`config.mk`:
```
export PLATFORM = sky130hd
export DESIGN_NAME = if_id_skid_reg_flat
export DESIGN_NICKNAME = d
export VERILOG_FILES = /design/src/rtl/if_id_skid_reg_if.sv /design/src/rtl/if_id_skid_reg.sv /design/src/flat_wrapper.sv
export SDC_FILE = /design/constraint.sdc
export NUM_CORES = 1
export LEC_CHECK = 0
export CAP_MARGIN = 0
export CORE_UTILIZATION = 44
export CTS_BUF_LIST = sky130_fd_sc_hd__clkbuf_8 sky130_fd_sc_hd__clkbuf_16
export DETAILED_ROUTE_END_ITERATION = 8
export PLACE_DENSITY = 0.76
export REMOVE_ABC_BUFFERS = 1
export SYNTH_ARGS = -nofsm -noshare
export SYNTH_HDL_FRONTEND = slang
export SYNTH_SLANG_ARGS = --single-unit
export TNS_END_PERCENT = 30
```
`constraint.sdc`:
```
create_clock -name clk -period 2.2 [get_ports clk]
set_input_delay 0.33 -clock clk [delete_from_list [all_inputs] [get_ports clk]]
set_output_delay 0.33 -clock clk [all_outputs]
set_load 0.02 [all_outputs]
```
`src/rtl/if_id_skid_reg_if.sv`:
```
// Handshake bundle between fetch, the IF/ID elastic stage and decode.
// The slave modport is the stage itself; the master modport is its environment
// (fetch drives the in_* side, decode drives out_ready).
interface if_id_skid_reg_if #(
    parameter int XLEN = 64,
    parameter int ILEN = 32
);
    logic            in_valid;
    logic            in_ready;
    logic [XLEN-1:0] in_pc;
    logic [ILEN-1:0] in_inst;
    logic            in_fault;
    logic            out_valid;
    logic            out_ready;
    logic [XLEN-1:0] out_pc;
    logic [ILEN-1:0] out_inst;
    logic            out_fault;

    modport master (
        output in_valid, in_pc, in_inst, in_fault, out_ready,
        input  in_ready, out_valid, out_pc, out_inst, out_fault
    );

    modport slave (
        input  in_valid, in_pc, in_inst, in_fault, out_ready,
        output in_ready, out_valid, out_pc, out_inst, out_fault
    );
endinterface

```
`src/rtl/if_id_skid_reg.sv`:
```
// IF/ID elastic pipeline register with a main entry (drives decode) and a skid
// entry that absorbs the one beat fetch can issue after decode stalls.
// in_ready depends only on registered state, so there is no combinational
// path from out_ready or flush back to fetch.
module if_id_skid_reg #(
    parameter int              XLEN     = 64,
    parameter int              ILEN     = 32,
    parameter logic [ILEN-1:0] NOP_INST = 32'h00000013,
    parameter int              CNT_W    = 16
) (
    input  logic             clk,
    input  logic             rst,
    if_id_skid_reg_if.slave  bus,
    input  logic             flush,
    input  logic             cnt_clr,
    output logic [1:0]       occupancy,
    output logic [CNT_W-1:0] stall_cnt
);

    // Occupancy doubles as state: the main entry is valid in ONE and FULL,
    // the skid entry only in FULL.
    typedef enum logic [1:0] {
        EMPTY = 2'd0,
        ONE   = 2'd1,
        FULL  = 2'd2
    } state_t;

    state_t state;
    state_t state_next;

    logic [XLEN-1:0] m_pc;
    logic [ILEN-1:0] m_inst;
    logic            m_fault;
    logic [XLEN-1:0] s_pc;
    logic [ILEN-1:0] s_inst;
    logic            s_fault;

    logic m_valid;
    logic s_valid;
    logic in_ready_int;
    logic push;
    logic pop;
    logic load_m_in;
    logic load_m_s;
    logic load_s_in;

    assign m_valid      = (state == ONE) || (state == FULL);
    assign s_valid      = (state == FULL);
    assign in_ready_int = !s_valid;
    assign push         = bus.in_valid && in_ready_int;
    assign pop          = m_valid && bus.out_ready;

    assign bus.in_ready  = in_ready_int;
    assign bus.out_valid = m_valid;
    assign bus.out_pc    = m_pc;
    assign bus.out_inst  = m_valid ? m_inst : NOP_INST;
    assign bus.out_fault = m_valid && m_fault;
    assign occupancy     = state;

    // Next-state and entry-load decisions; flush overrides push and pop.
    always_comb begin
        state_next = state;
        load_m_in  = 1'b0;
        load_m_s   = 1'b0;
        load_s_in  = 1'b0;
        if (flush) begin
            state_next = EMPTY;
        end else begin
            case (state)
                EMPTY: begin
                    if (push) begin
                        state_next = ONE;
                        load_m_in  = 1'b1;
                    end
                end
                ONE: begin
                    if (push && pop) begin
                        load_m_in = 1'b1;
                    end else if (push) begin
                        state_next = FULL;
                        load_s_in  = 1'b1;
                    end else if (pop) begin
                        state_next = EMPTY;
                    end
                end
                FULL: begin
                    if (pop) begin
                        state_next = ONE;
                        load_m_s   = 1'b1;
                    end
                end
                default: state_next = EMPTY;
            endcase
        end
    end

    // State register; reset drops any buffered beats.
    always_ff @(posedge clk) begin
        if (rst) begin
            state <= EMPTY;
        end else begin
            state <= state_next;
        end
    end

    // Main entry payload; the PC deliberately keeps its last value when the stage empties.
    always_ff @(posedge clk) begin
        if (rst) begin
            m_pc    <= '0;
            m_inst  <= NOP_INST;
            m_fault <= 1'b0;
        end else if (load_m_in) begin
            m_pc    <= bus.in_pc;
            m_inst  <= bus.in_inst;
            m_fault <= bus.in_fault;
        end else if (load_m_s) begin
            m_pc    <= s_pc;
            m_inst  <= s_inst;
            m_fault <= s_fault;
        end
    end

    // Skid entry payload; reset only so that no unknown value ever exists in the stage.
    always_ff @(posedge clk) begin
        if (rst) begin
            s_pc    <= '0;
            s_inst  <= NOP_INST;
            s_fault <= 1'b0;
        end else if (load_s_in) begin
            s_pc    <= bus.in_pc;
            s_inst  <= bus.in_inst;
            s_fault <= bus.in_fault;
        end
    end

    // Saturating count of decode-stall cycles; clear beats increment, flush cycles are not counted.
    always_ff @(posedge clk) begin
        if (rst) begin
            stall_cnt <= '0;
        end else if (cnt_clr) begin
            stall_cnt <= '0;
        end else if (m_valid && !bus.out_ready && !flush && (stall_cnt != {CNT_W{1'b1}})) begin
            stall_cnt <= stall_cnt + 1'b1;
        end
    end

endmodule
```
`src/flat_wrapper.sv`:
```
// flat-port wrapper written by rule: the top's interface ports become plain ports
module if_id_skid_reg_flat 
#(
    parameter int              XLEN     = 64,
    parameter int              ILEN     = 32,
    parameter logic [ILEN-1:0] NOP_INST = 32'h00000013,
    parameter int              CNT_W    = 16
)
  (clk, rst, flush, cnt_clr, occupancy, stall_cnt, bus_in_valid, bus_in_pc, bus_in_inst, bus_in_fault, bus_out_ready, bus_in_ready, bus_out_valid, bus_out_pc, bus_out_inst, bus_out_fault);
  if_id_skid_reg_if #(.XLEN(XLEN), .ILEN(ILEN)) bus_i ();
  input  logic clk;
  input  logic rst;
  input  logic flush;
  input  logic cnt_clr;
  output logic [1:0] occupancy;
  output logic [CNT_W-1:0] stall_cnt;
  input wire logic [$bits(bus_i.in_valid)-1:0] bus_in_valid;
  input wire logic [$bits(bus_i.in_pc)-1:0] bus_in_pc;
  input wire logic [$bits(bus_i.in_inst)-1:0] bus_in_inst;
  input wire logic [$bits(bus_i.in_fault)-1:0] bus_in_fault;
  input wire logic [$bits(bus_i.out_ready)-1:0] bus_out_ready;
  output wire logic [$bits(bus_i.in_ready)-1:0] bus_in_ready;
  output wire logic [$bits(bus_i.out_valid)-1:0] bus_out_valid;
  output wire logic [$bits(bus_i.out_pc)-1:0] bus_out_pc;
  output wire logic [$bits(bus_i.out_inst)-1:0] bus_out_inst;
  output wire logic [$bits(bus_i.out_fault)-1:0] bus_out_fault;
  assign bus_i.in_valid = bus_in_valid;
  assign bus_i.in_pc = bus_in_pc;
  assign bus_i.in_inst = bus_in_inst;
  assign bus_i.in_fault = bus_in_fault;
  assign bus_i.out_ready = bus_out_ready;
  assign bus_in_ready = bus_i.in_ready;
  assign bus_out_valid = bus_i.out_valid;
  assign bus_out_pc = bus_i.out_pc;
  assign bus_out_inst = bus_i.out_inst;
  assign bus_out_fault = bus_i.out_fault;
  if_id_skid_reg #(.XLEN(XLEN), .ILEN(ILEN), .NOP_INST(NOP_INST), .CNT_W(CNT_W)) u_core (.clk(clk), .rst(rst), .bus(bus_i), .flush(flush), .cnt_clr(cnt_clr), .occupancy(occupancy), .stall_cnt(stall_cnt));
endmodule
```
**Yosys cells after proc, flatten, opt, wreduce, memory -nomap -nowiden**

Index checks and enable logic that the tools add are counted.

- Equality and inequality tests: 7
- Reductions and logical operators: 16
- Multiplexer cells: 23
- $add $sub $neg: 1

Operator list:

| operator | count |
|---|---|
| $mux W64 | 2 |
| $mux W32 | 3 |
| $add A16 B1 Y16 const B | 1 |
| $ne A16 B16 Y1 const B | 1 |
| $mux W1 | 11 |
| $mux W2 | 5 |
| $logic_and A1 B1 Y1 | 7 |
| $pmux W2 S3 | 1 |
| $ne A2 B2 Y1 const B | 2 |
| $reduce_and A4 Y1 | 1 |
| $reduce_or A2 Y1 | 2 |
| $logic_not A1 Y1 | 3 |
| $ne A3 B1 Y1 const B | 1 |
| $eq A2 B1 Y1 const B | 1 |
| $eq A2 B2 Y1 const B | 1 |
| $logic_not A2 Y1 | 1 |
| $ne A2 B1 Y1 const B | 1 |
| $pmux W1 S2 | 1 |
| $reduce_bool A2 Y1 | 1 |
| $logic_or A1 B1 Y1 | 1 |

- Register bits after elaboration: 212
- Logic and storage cells: 55
- Output and inout bits: 117
- Input port bits: 103

**Depth between registers and ports, before layout**

Gate-level depths: netlist of the first run.

- Depth in word-level cells: 8
- Depth in mapped cells: 10
- Gate-level depth less buffers: 7

**Least setup slack after synthesis of the first run**

OpenSTA, ideal clock, no wires.

- Path kind: register to register
- Start: register u_core.state[0], in the netlist u_core.occupancy[0]
- End: register u_core.stall_cnt[10]
- Required time: 2,072 ps
- Data arrival time: 2,395 ps
- Cell stages (with the launch flop): 9
- Path buffers: 1
- Setup time: 128 ps
- Path slack: -322 ps
- Period minus slack after synthesis: 2,522 ps
- Path through: dfxtp_1 > inv_1 > ha_1 > or3b_1 > buf_6 > or2_4 > nor4b_1 > xnor2_1 > nor2_1

- Cells in the longest elaborated chain, start to end: 5
- Elaborated cells on any way between the ends: 6

Ends and longest elaborated chain:

| item | line | source |
|---|---|---|
| start, declared | if_id_skid_reg.sv:28 | `state_t state;` |
| start signal, assigned | if_id_skid_reg.sv:102 | `state <= state_next;` |
| $eq A2 B1 Y1 or $eq A2 B2 Y1 (tied branches) | if_id_skid_reg.sv:47 | `assign m_valid = (state == ONE) \|\| (state == FULL);` |
| $logic_or A1 B1 Y1 (*) | if_id_skid_reg.sv:47 |  |
| net bus_out_valid | flat_wrapper.sv:23 | `output wire logic [$bits(bus_i.out_valid)-1:0] bus_out_valid;` |
| $logic_and A1 B1 Y1 (*) (3 in series) | if_id_skid_reg.sv:142 | `end else if (m_valid && !bus.out_ready && !flush && (stall_cnt != {CNT_W{1'b1}})) begin` |
| end signal, assigned | if_id_skid_reg.sv:143 | `stall_cnt <= stall_cnt + 1'b1;` |
| end, declared | if_id_skid_reg.sv:17 | `output logic [CNT_W-1:0] stall_cnt` |

The timed path passes the listed nets; every way through them passes the cells marked *.
A chain may end at the register's enable or synchronous reset.

**Final worst setup path of the first run**

- Start: register u_core.state[1], in the netlist u_core.occupancy[1]
- End: register u_core.m_pc[52], in the netlist u_core.bus.out_pc[52]

- Cells in the longest elaborated chain, start to end: 8
- Elaborated cells on any way between the ends: 17

Ends and longest elaborated chain:

| item | line | source |
|---|---|---|
| $eq A2 B2 Y1 or $eq A2 B1 Y1 (tied branches) | if_id_skid_reg.sv:47, if_id_skid_reg.sv:48, if_id_skid_reg.sv:69 |  |
| $logic_not A1 Y1 or $logic_or A1 B1 Y1 (tied branches) | if_id_skid_reg.sv:49, if_id_skid_reg.sv:47 |  |
| $logic_and A1 B1 Y1, on equally long branches | if_id_skid_reg.sv:50, if_id_skid_reg.sv:51 |  |
| $logic_and A1 B1 Y1 | if_id_skid_reg.sv:77 | `if (push && pop) begin` |
| $mux W1 | if_id_skid_reg.sv:77 |  |
| $pmux W1 S2 | if_id_skid_reg.sv:69 | `case (state)` |
| $mux W1 | if_id_skid_reg.sv:66 | `if (flush) begin` |
| $mux W64 or $reduce_bool A2 Y1 (tied branches) | -- |  |
| end signal, assigned | if_id_skid_reg.sv:113 | `m_pc <= bus.in_pc;` |
| end signal, assigned | if_id_skid_reg.sv:117 | `m_pc <= s_pc;` |
| end, declared | if_id_skid_reg.sv:31 | `logic [XLEN-1:0] m_pc;` |

Parallel ways exist; a longest one is shown, timed or not.

==> out/summary.txt, run 1 <==
Root Driver: clkbuf_16
sequential fraction of the synthesis area: 0.492
Port Buffers: 219
Worst-path clk slew: 0.06 ns
Slew @ Worst Pin: 0.507 ns
outcome: finished clean
Slew Limit Fails: 0
diodes inserted: 0
overall die height: 142 um
Synth Cell Area: 0.00863 mm2
Design Power: 9.16 mW
Routed Antenna Nets: 0
number of DRC markers in iteration 0: 489
Ys Warns: 0
Combinational Power Share: 0.112
Sw Share: 0.238
number of CTS-inserted buffers: 24
Tmin final: 2.10 ns
Setup Viol. Count Final: 0
Synth Area per Inst: 7.72 um2
Core Util, Final: 0.631
Overall Global Routing Usage: 0.226
slowest cell on the critical path: dfxtp_1
Synth-to-Final Area Change: 38.5%
power density over the cells: 766 mW/mm2
VDD IR max: 716 uV
cell taking the most area after synthesis: dfxtp_1
CP Data Required Time: 2.58 ns
Tcrit/Tclk final: 0.956
Clock Tree Buf Depth: 3
crit path DAT: 2.49 ns
final hold violations: 0
CTS sink count: 212
Max-slew headroom: 0.662
slowest stage delay, CP: 0.31 ns
routed vias/inst: 5.20
Routed Wire Length: 23,300 um
RePlAce Congestion: 0.834
number of global-route vias before repair: 7,414
Post-Place Worst Slack: -0.0502 ns
synthesized instance count: 1,118
post-synth top area share: 0.492
sequential group share of total power: 0.447
Critical Path End Type: flop
first-pass GRT wire length: 37,400 um
drt pass-1 iters: 5
LEAKAGE: 4.26 nW
clk_skew: 0.0219 ns
crit path cell chain: buf_4 -> ha_1 -> nand2b_1 -> o2bb2a_1 -> or2_4 -> buf_12 -> a311oi_1
core area: 0.0190 mm2
Crit Path Class: reg -> reg
CTS tree: yes
CTS H-tree lvls: 1
Net Switching: 2.18 mW
max-cap violation count: 0
Post-CTS Setup Bufs: 0
GRT Residual Overflow: 0
initial antenna violation count: 1
die area: 0.0202 mm2
RSZ-0062 raised after global routing: false
final setup margin: 0.0966 ns
Row Count: 50
# IOs: 220
Synth area leaders: dfxtp_1 (49%), nand2_1 (17%), a311oi_1 (9.6%), a21oi_1 (5.5%), nor2_1 (5.1%)
Clk network pwr share: 0.441
fin nets: 1,415
Die X: 142 um
largest net degree at the start of global routing: 98
Startpoint Class: flop
DRC viols: 0
# hold bufs at CTS: 0
FF+latch count, synth: 212
Max Fclk: 475 MHz
Clock Latency Late Sink: 0.51 ns
share of layout cells above drive strength 1: 0.0929
Initial Utilization: 0.455
detailed-route via count: 8,240
Netlist cell types: 39
Hold Path Class: in -> reg
DP HPWL: 14,800 um
critical-path maximum fanout: 56
internal power: 6.98 mW
drt wl/cell: 14.7 um
==> placed cells by master (no fill, tap or decap), drive strengths merged, types with 3 or more instances in the layout <==
cell / count
xnor2: 12
nor3b: 3
clkbuf: 56
nor2: 118
nand2: 395
o21bai: 3
ha: 6
dfxtp: 212
or2b: 3
and3: 4
or2: 4
nor4b: 3
a21oi: 95
nand4: 4
clkinv: 7
and2: 30
inv: 9
nor3: 6
nand3: 6
nand3b: 3
nor4: 4
clkdlybuf4s50: 183
a311oi: 95
buf: 45
==> sequential cells by signal (all words and copies together) (netlist names) <==
| signal | count |
|---|---|
| u_core.m_fault | 1 |
| u_core.stall_cnt | 16 |
| u_core.s_inst | 32 |
| u_core.m_inst | 32 |
| u_core.bus.out_pc | 64 |
| u_core.s_pc | 64 |
| u_core.occupancy | 2 |
| u_core.s_fault | 1 |
==> final timing paths <==
kind	from	endpoint	slack [ns]	cells past startpoint
setup reg to reg	u_core.occupancy[1]	u_core.bus.out_pc[52]	0.1	7
hold reg to reg	u_core.s_pc[18]	u_core.s_pc[18]	0.45	2
setup / recovery	u_core.occupancy[1]	u_core.bus.out_pc[52]	0.1	7
hold / removal	rst	u_core.s_pc[6]	0.22	2
==> worst max-delay path: cells and delay by family, from the launching register on <==
family / cells / cell delay (ns)
buf+inv: 2 / 0.35
fa+ha+maj: 1 / 0.20
compound gates: 2 / 0.60
simple gates: 2 / 0.49
flops: 1 / 0.31
==> cell families after synthesis <==
| kind of cell | Yosys count | synth area share |
|---|---|---|
| xor+xnor | 12 | 0.0122 |
| buf+inv | 98 | 0.0448 |
| mux | 2 | 0.00232 |
| fa+ha+maj | 6 | 0.00870 |
| simple gates | 588 | 0.279 |
| compound gates | 200 | 0.161 |
| flops | 212 | 0.492 |
==> through the flow <==
stage | hold WS [ns] | setup TNS [ns] | cells | cell area, um2
after detailed placement | 0.447 | -0.0826 | 1540 | 11300
after global routing | 0.238 | 0 | 1584 | 12000
after floorplan | 0.399 | -666.09 | 1025 | 8260
final | 0.222 | 0 | 1584 | 12000
after global placement | 0.442 | 0 | 1540 | 11300
after CTS | 0.220 | 0 | 1584 | 12100
==> metal layers <==
layer	share of wire	global-route usage	vias to the layer above	wire length, um
met3	0.077	0.0495	29	1790
li1	-	-	4121	-
met2	0.45	0.351	277	10400
met1	0.46	0.318	3811	10700
met5	0.00056	0	-	13
met4	0.017	0.0566	2	388
==> synth_stat cells <==
library cell,count
nand4_1,4
ha_1,6
a31oi_1,1
dfxtp_1,212
nand4b_1,1
or2_4,1
nor2b_1,1
clkbuf_1,82
xnor2_1,12
o21ai_0,1
or2_2,3
and3_1,4
buf_1,1
nor4_1,4
nand2_1,395
inv_1,5
nor4b_1,3
or3_1,1
a2111oi_0,1
or2b_1,3
a311o_1,1
nand3b_1,3
a222oi_1,1
mux2i_1,2
nor2_1,118
buf_6,1
o21bai_1,3
nor3_2,1
nor3_1,5
a311oi_1,95
nand3_1,6
a21oi_1,95
nor3b_1,3
buf_2,9
nand2b_1,1
and2_1,30
a211oi_1,1
o2bb2a_1,1
or3b_1,1
==> cell type report <==
type                       count  area (um2)
clock buffer                  31         697
clock inverter                13         129
fill                        1637        7000
inverter                       5        18.8
multi-input combinational    808        4040
sequential                   212        4240
tap                          260         325
timing repair buffer         255        2500
==> power groups by stage <==
stage | clock (mW) | sequential [mW] | combinational (mW)
floorplan | 0 | 4.26 | 0.327
global placement | 0 | 4.18 | 1.01
detailed placement | 0 | 4.18 | 1.03
CTS | 4.13 | 4.10 | 1.03
global route | 4.31 | 4.11 | 1.11
finish | 4.04 | 4.10 | 1.03
==> timing repair <==
item / CTS / global route
setup endpoints to repair: 34 / 38
pin swaps: 0 / 1
gates resized for setup: 67 / 50
hold endpoints to repair: 0 / 0
Note: power is estimated with default switching activity, not from simulation.
==> inputs of run 2 (changes only) <==
- SKIP_LAST_GASP: unset -> 1
==> run 2 against run 1 <==
Against the previous run:
- the run now ends with negative setup slack left
- largest power group unchanged
- combinational power about the same
- sequential power about the same
- final area up 0.63%
- highest routed layer unchanged
==> out/summary.txt, run 2 (same netlist as run 1, synthesis figures left out) <==
outcome: complete, but fails checks
failing checks: negative setup slack
Startpoint Class: flop
RSZ-0062 raised after global routing: true
slowest stage delay, CP: 0.34 ns
Routed Antenna Nets: 0
DP HPWL: 14,800 um
Clock Latency Late Sink: 0.51 ns
final hold violations: 0
core area: 0.0190 mm2
Synth-to-Final Area Change: 39.4%
Max Fclk: 452 MHz
most common cell after layout, fill and taps aside: nand2_1
Clk network pwr share: 0.441
Critical Path End Type: output port
VDD IR max: 716 uV
Crit Path Class: reg -> out
initial antenna violation count: 1
CTS sink count: 212
Clock Tree Buf Depth: 3
Die X: 142 um
power density over the cells: 762 mW/mm2
Combinational Power Share: 0.112
WHS Path Cells: 2
Max-slew headroom: 0.681
Worst Hold Path EP: u_core.s_pc[6]
internal power: 6.98 mW
commonest cells after routing, fill and taps aside: nand2_1 (395), dfxtp_1 (212), clkdlybuf4s50_1 (184)
flop-to-flop setup slack: 0.04 ns
crit path cell chain: inv_1 -> ha_4 -> buf_12 -> or2b_1 -> clkdlybuf4s15_2
critical-path maximum fanout: 26
reg2reg end: u_core.bus.out_pc[52]
final setup margin: -0.0127 ns
RePlAce Congestion: 0.834
Hold Crit Start: rst
clk_skew: 0.0232 ns
drt pass-1 iters: 5
Reg2Reg Launch Point: u_core.occupancy[0]
CTS tree: yes
Net Switching: 2.18 mW
total negative slack: -0.0127 ns
crit path DAT: 1.88 ns
CTS H-tree lvls: 1
CP Data Required Time: 1.87 ns
Overall Global Routing Usage: 0.226
fin nets: 1,415
die area: 0.0202 mm2
Final Non-Filler Cells: 1,584
Tmin final: 2.21 ns
Area after DPL: 0.0113 mm2
number of global-route vias before repair: 7,390
number of CTS-inserted buffers: 24
Sw Share: 0.238
Port Buffers: 219
Slew @ Worst Pin: 0.479 ns
Routed Wire Length: 23,200 um
# hold bufs at CTS: 0
number of DRC markers in iteration 0: 464
largest net degree at the start of global routing: 98
Placed Cells: 1,540
Root Driver: clkbuf_16
slowest cell on the critical path: dfxtp_1
drt wl/cell: 14.7 um
Post-CTS Setup Bufs: 0
Worst-path clk slew: 0.06 ns
Setup Viol. Count Final: 1
sequential group share of total power: 0.447
detailed-route via count: 8,251
LEAKAGE: 4.31 nW
CP top delay family: buffers and inverters
Row Count: 50
post-route cell area: 0.0120 mm2
Tcrit/Tclk final: 1.01
# IOs: 220
DRC viols: 0
CP bufs+invs: 3
Reg2Reg Depth: 7
Post-Place Worst Slack: -0.0502 ns
overall die height: 142 um
GRT Residual Overflow: 0
share of layout cells above drive strength 1: 0.0755
routed vias/inst: 5.21
Initial Utilization: 0.455
diodes inserted: 0
Hold Path Class: in -> reg
max-cap violation count: 0
Slew Limit Fails: 0
first-pass GRT wire length: 37,300 um
-- run 2: cell types whose count changed in the layout (fill, tap and decap cells not counted), sizes merged --
| cell | delta |
|---|---|
| buf | -6 |
| clkbuf | -15 |
| clkdlybuf4s15 | +6 |
| clkdlybuf4s50 | +1 |
| dlygate4sd2 | +15 |
| dlymetal6s2s | -1 |
-- run 2: worst max path at each step --
stage | from | to | slack [ns] | depth (start not counted)
finish | u_core.occupancy[0] | bus_out_inst[1] | -0.01 | 5
global route | u_core.occupancy[0] | bus_out_inst[1] | -0.08 | 5
CTS | u_core.occupancy[0] | bus_out_inst[13] | -0.05 | 5
detailed placement | bus_in_valid | u_core.m_fault | -0.05 | 6
global placement | bus_out_ready | u_core.stall_cnt[10] | 0.04 | 6
floorplan | u_core.occupancy[0] | u_core.s_fault | -4.77 | 6
-- run 2: cell type report --
type	instances	area, um2
fillers	1617	6930
well taps	260	325
clock inverters	13	129
flip-flops and latches	212	4240
repair buffers	255	2590
multi-input cells	808	4030
clock buffers	31	697
inverters	5	18.8
-- run 2: timing repair --
item / CTS / global route
endpoints found under the setup margin: 34 / 40
hold endpoints to repair: 0 / 0
gates resized for setup: 51 / 21
-- run 2: power groups by stage --
stage | Combinational [mW] | Sequential (mW) | Clock, mW
4_1_cts | 1.03 | 4.10 | 4.13
5_1_grt | 1.11 | 4.11 | 4.31
6_report | 1.03 | 4.10 | 4.04
3_5_place_dp | 1.03 | 4.18 | 0
3_3_place_gp | 1.01 | 4.18 | 0
2_1_floorplan | 0.327 | 4.26 | 0
-- run 2: layer usage --
metal,track usage,routed length [um],up-vias
met4,0.0566,388,2
met1,0.317,10500,3808
met2,0.349,10400,290
met5,0,13,-
met3,0.0498,1950,29
li1,-,-,4122
-- run 2: through the flow --
step,hold slack [ns],power (mW),utilization
floorplan,0.399,4.59,-
global placement,0.442,5.19,0.594
detailed placement,0.447,5.20,0.594
CTS,0.220,9.26,0.637
global route,0.238,9.53,0.635
finish,0.222,9.16,0.635
